**src/rtl/mips_pkg.sv**
```systemverilog
// Shared MIPS-Lite decode constants and multiplier FSM state type.
package mips_pkg;

  localparam logic [5:0] FUNCT_MULTU = 6'h19;
  localparam logic [5:0] FUNCT_MFHI  = 6'h10;
  localparam logic [5:0] FUNCT_MFLO  = 6'h12;

  typedef enum logic {
    ST_IDLE,
    ST_MUL
  } mul_state_e;

  // True for any funct that touches the HI/LO unit.
  function automatic logic is_hilo_funct(input logic [5:0] funct);
    return (funct == FUNCT_MULTU) || (funct == FUNCT_MFHI) || (funct == FUNCT_MFLO);
  endfunction

endpackage

```
**src/rtl/ex_multu_unit_shift_add.sv**
```systemverilog
// Radix-2 shift-add datapath: multiplicand register, product/multiplier
// register and the WIDTH+1 bit adder that keeps the carry on each shift.
module multu_shift_add #(
  parameter int unsigned WIDTH = 32
) (
  input  logic               clk,
  input  logic               rst_n,
  input  logic               load,
  input  logic               step,
  input  logic [WIDTH-1:0]   op_a,
  input  logic [WIDTH-1:0]   op_b,
  output logic [2*WIDTH-1:0] prod_next
);

  logic [WIDTH-1:0]   mcand_q, mcand_d;
  logic [2*WIDTH-1:0] prod_q, prod_d;
  logic [WIDTH:0]     sum;

  // Conditional add of the multiplicand, then shift right keeping the carry.
  always_comb begin
    sum = {1'b0, prod_q[2*WIDTH-1:WIDTH]};
    if (prod_q[0]) begin
      sum = {1'b0, prod_q[2*WIDTH-1:WIDTH]} + {1'b0, mcand_q};
    end
    prod_next = {sum, prod_q[WIDTH-1:1]};
  end

  // Next-state selection: load operands on start, advance one bit per step.
  always_comb begin
    mcand_d = mcand_q;
    prod_d  = prod_q;
    if (load) begin
      mcand_d = op_a;
      prod_d  = {{WIDTH{1'b0}}, op_b};
    end else if (step) begin
      prod_d  = prod_next;
    end
  end

  // Datapath registers.
  always_ff @(posedge clk or negedge rst_n) begin
    if (!rst_n) begin
      mcand_q <= '0;
      prod_q  <= '0;
    end else begin
      mcand_q <= mcand_d;
      prod_q  <= prod_d;
    end
  end

endmodule

```
**src/rtl/ex_multu_unit.sv**
```systemverilog
// EX-stage unsigned multiplier: control FSM, step counter, HI/LO and the
// stall / MFHI / MFLO decode for hazard control and writeback.
module ex_multu_unit
  import mips_pkg::*;
#(
  parameter int unsigned WIDTH = 32
) (
  input  logic             clk,
  input  logic             rst,
  input  logic             en,
  input  logic [5:0]       funct,
  input  logic [WIDTH-1:0] op_a,
  input  logic [WIDTH-1:0] op_b,
  output logic             busy,
  output logic             stall,
  output logic [WIDTH-1:0] hi,
  output logic [WIDTH-1:0] lo,
  output logic [WIDTH-1:0] mf_data,
  output logic             mf_valid
);

  localparam int unsigned CW = $clog2(WIDTH);
  localparam logic [CW-1:0] CNT_LAST = CW'(WIDTH - 1);

  mul_state_e         state_q, state_d;
  logic [CW-1:0]      cnt_q, cnt_d;
  logic [WIDTH-1:0]   hi_q, hi_d;
  logic [WIDTH-1:0]   lo_q, lo_d;
  logic               load, step, start;
  logic [2*WIDTH-1:0] prod_next;

  multu_shift_add #(.WIDTH(WIDTH)) u_dp (
    .clk       (clk),
    .rst_n     (rst),
    .load      (load),
    .step      (step),
    .op_a      (op_a),
    .op_b      (op_b),
    .prod_next (prod_next)
  );

  assign busy  = (state_q == ST_MUL);
  assign start = en & (funct == FUNCT_MULTU) & ~busy;
  assign hi    = hi_q;
  assign lo    = lo_q;

  // Next-state, counter and HI/LO commit on the final step.
  always_comb begin
    state_d = state_q;
    cnt_d   = cnt_q;
    hi_d    = hi_q;
    lo_d    = lo_q;
    load    = 1'b0;
    step    = 1'b0;
    case (state_q)
      ST_IDLE: begin
        if (start) begin
          load    = 1'b1;
          cnt_d   = '0;
          state_d = ST_MUL;
        end
      end
      ST_MUL: begin
        step  = 1'b1;
        cnt_d = cnt_q + 1'b1;
        if (cnt_q == CNT_LAST) begin
          hi_d    = prod_next[2*WIDTH-1:WIDTH];
          lo_d    = prod_next[WIDTH-1:0];
          cnt_d   = '0;
          state_d = ST_IDLE;
        end
      end
      default: state_d = ST_IDLE;
    endcase
  end

  // Control and architectural HI/LO registers.
  always_ff @(posedge clk or negedge rst) begin
    if (!rst) begin
      state_q <= ST_IDLE;
      cnt_q   <= '0;
      hi_q    <= '0;
      lo_q    <= '0;
    end else begin
      state_q <= state_d;
      cnt_q   <= cnt_d;
      hi_q    <= hi_d;
      lo_q    <= lo_d;
    end
  end

  // Hazard and move-from decode; mf_valid is held low while in reset.
  always_comb begin
    stall    = en & busy & is_hilo_funct(funct);
    mf_valid = rst & en & ~busy & ((funct == FUNCT_MFHI) | (funct == FUNCT_MFLO));
    mf_data  = '0;
    if (funct == FUNCT_MFHI) begin
      mf_data = hi_q;
    end else if (funct == FUNCT_MFLO) begin
      mf_data = lo_q;
    end
  end

endmodule
```
**config.mk**
```make
export PLATFORM = sky130hd
export DESIGN_NAME = ex_multu_unit
export DESIGN_NICKNAME = d
export VERILOG_FILES = /design/src/rtl/mips_pkg.sv /design/src/rtl/ex_multu_unit_shift_add.sv /design/src/rtl/ex_multu_unit.sv
export SDC_FILE = /design/constraint.sdc
export NUM_CORES = 1
export LEC_CHECK = 0
export ABC_AREA = 1
export BUFFER_PORTS_ARGS = -buffer_cell sky130_fd_sc_hd__buf_2
export CELL_PAD_IN_SITES_DETAIL_PLACEMENT = 1
export CELL_PAD_IN_SITES_GLOBAL_PLACEMENT = 2
export CORE_MARGIN = 2
export CORE_UTILIZATION = 34
export CTS_CLUSTER_SIZE = 20
export DETAILED_ROUTE_END_ITERATION = 6
export PLACE_DENSITY = 0.94
export RECOVER_POWER = 100
export SKIP_LAST_GASP = 1
export SLEW_MARGIN = 25
export SYNTH_ARGS = -nofsm -noshare
export SYNTH_HDL_FRONTEND = slang
export SYNTH_SLANG_ARGS = --single-unit
```
**constraint.sdc**
```tcl
create_clock -name clk -period 3.8 [get_ports clk]
set_input_delay 0.76 -clock clk [delete_from_list [all_inputs] [get_ports clk]]
set_output_delay 0.76 -clock clk [all_outputs]
set_load 0.02 [all_outputs]
```
==> out/results.ini <==
[outcome]
status=finished with violations
violations=max-capacitance violations, max-slew violations

[clock_network]
htree_levels=4
cts_tree=yes
root_buffer=clkbuf_16
worstSkewPairLatency_ns=0.44
post_cts_resized=0
clk_pin_slew_ns=0.07
clock-sinks=166
post-cts-setup-buffers=0
ctsLongestPathBuffers=2
hold_buffers=0
cts_inserted_buffers=17

[setup_path]
ff2ff_path_depth=6
cp_slowest_stage_delay_ns=0.43
r2r-end=hi[12]
crit_fanout=11
start_kind=input pin
r2r_start=busy
crit_type=input pin to output pin
rrSetupSlack_ns=0.68
worst_path_max_delay_cell=clkbuf_1
worst_ep_arrival_time_ns=2.56
worstPathCellList=buf_2 -> inv_1 -> nand2_1 -> nor3_2 -> clkbuf_1 -> inv_1 -> nor2_2 -> clkbuf_1 -> nand2_1 -> nand2_1 -> clkbuf_1
worst_setup_path_end_kind=output pin
required_ns=3.04

[synth]
synth_nets=1423
synthArstFlopShare_pct=100
netlist_area_sq_mm=0.00948
ys.flop_type=dfrtp_1
synth_edf_count=0
syn_avg_cell_area_sq_um=7.21
ys_seq_area_share_pct=43.8
ys_warn_count=0
syn-instance-count=1315
ys_ff_latch=166
synth_cell_types=34

[sta]
setup_tns_ns=0
hold_viol=0
fin_crit_ns=3.32
fmax_ghz=0.301
tightest_slew_ns=1.68
slew_headroom_pct=-11.8
slew_violations=253
fin_ws_ns=0.483
fin_skew_ns=0.00929
finalCritPeriodShare_pct=87.3
rsz0062_at_grt=false
setup_viol=0

[layout]
synthToLayoutAreaGrowth_pct=18.6
drive_gt1_share_pct=9.02
nets=1581

[floorplanning]
die_h_um=171
initial_core_util_pct=34.3
pin_count=172
die_w_um=171
die_area_sq_mm=0.0292
rows=61
core_area_sq_mm=0.0276

[route]
route.detailed.drc=0
num_vias=9171
drtPass1Iterations=5
drtAntennaViolNets=0
drt-total-wl_um=32300
drtIter0Drc=427
routedWlPerCell_um=17.3
avgViaCountPerCell=4.92

[place]
pre_cts_slack_ns=0.747
globalplace.congestion=0.832
dp_hpwl_um=24300
port_buffers=171

[worst_hold_path]
hp-class=input pin to asynchronous set/reset pin

[global_route]
antenna_found_initial=1
grt.overflow.total=0
grt_pass1_wl_um=51300
grt_util_all_layers_pct=22.6
grt_pass1_vias=9389
grt_start_max_net_pins=88

[flow_run]
drv_cap=4

[power_and_ir_drop]
vdd_drop_max_v=0.000230
leakagePower_nw=5.96
power_density_mw_per_mm2=567

## cells in the mapped netlist (2+ instances only)
library cell | instances | area, sq um
buf_1 | 6 | 22.5
ha_1 | 34 | 425
clkbuf_1 | 26 | 97.6
nor4_1 | 2 | 12.5
o211ai_1 | 10 | 75.1
nor2_1 | 47 | 176
o221ai_1 | 17 | 149
nand2_1 | 550 | 2060
o21bai_1 | 3 | 22.5
inv_2 | 2 | 7.51
or2_2 | 12 | 75.1
nand3_1 | 104 | 521
a22o_1 | 23 | 201
mux2i_1 | 2 | 20.0
dfrtp_1 | 166 | 4150
xnor2_1 | 14 | 123
inv_1 | 167 | 627
nand4_1 | 3 | 18.8
buf_2 | 15 | 75.1
a21oi_1 | 23 | 115
o21ai_0 | 73 | 365
nor3_1 | 4 | 20.0
## logic make-up after synthesis
group                      synth area share, %
and+or+nand+nor                           31.1
buffers and inverters                     8.79
xor gates and xnor gates                  1.39
adders and majority gates                 4.70
DFF                                       43.8
muxes                                    0.211
AOI/OAI and AO/OA                         9.99
## layout by cell type, fill, tap and decap left out, drive strengths merged, types with 14 or more instances in the layout
| master | n |
|---|---|
| a21oi | 23 |
| a22o | 23 |
| buf | 83 |
| clkbuf | 125 |
| dfrtp | 166 |
| ha | 34 |
| inv | 172 |
| nand2 | 551 |
| nand3 | 105 |
| nor2 | 48 |
| o21ai | 74 |
| o221ai | 17 |
| xnor2 | 14 |
## critical path, delay by kind of cell
family / cells / cell delay (ns)
buf+inv: 6 / 1.16
simple gates: 5 / 0.64
## registers in the layout, indices dropped and copies added (netlist names)
name / flops
u_dp.prod_q: 64
u_dp.mcand_q: 32
lo: 32
cnt_q: 5
hi: 32
busy: 1
## final cells by class
cell class	count	area (sq um)
Antenna cell	1	2.50
Clock buffer	22	484
Clock inverter	9	164
Fill cell	3660	16400
Inverter	170	638
Multi-Input combinational cell	932	4480
Sequential cell	166	4150
Tap cell	378	473
Timing Repair Buffer	186	842
## power breakdown
part | internal (W) | leakage (nW) | switching (W)
combinational | 0.000693 | 3.64 | 0.00135
sequential | 0.00212 | 2.00 | 0.000283
clock | 0.00118 | 0.311 | 0.000751
total | 0.00399 | 5.96 | 0.00239
## per-layer routing
layer | wire length [um] | vias up | part of all wire [%] | global-route usage [%]
met1 | 15100 | 4489 | 47 | 31.0
met3 | 1300 | 34 | 4.0 | 3.40
li1 | - | 4469 | - | -
met2 | 15400 | 179 | 48 | 37.4
met5 | 0 | - | 0 | 0
met4 | 537 | 0 | 1.7 | 5.93
## through the flow
stage                     total power [W]  std cells  hold slack, ns  instance area [sq um]  util [%]
after floorplan                   0.00376       1315           0.453                   9480         -
after global placement            0.00436       1832           0.476                  10800      38.9
after detailed placement          0.00445       1832           0.483                  10800      38.9
after CTS                         0.00641       1863           0.237                  11400      41.3
after global routing              0.00681       1863           0.245                  11200      40.7
final                             0.00638       1864           0.227                  11200      40.7
## how the worst max path moves through the flow
stage	endpoint	depth (start not counted)	from	slack (ns)
3_5_place_dp	mf_data[31]	11	funct[5]	0.75
6_report	mf_data[0]	11	funct[5]	0.48
5_1_grt	mf_data[0]	11	funct[5]	0.30
4_1_cts	mf_data[31]	11	funct[5]	0.70
2_1_floorplan	mf_data[12]	7	funct[5]	0.98
3_3_place_gp	mf_data[12]	11	funct[5]	0.80
(Power assumes the default switching activity.)
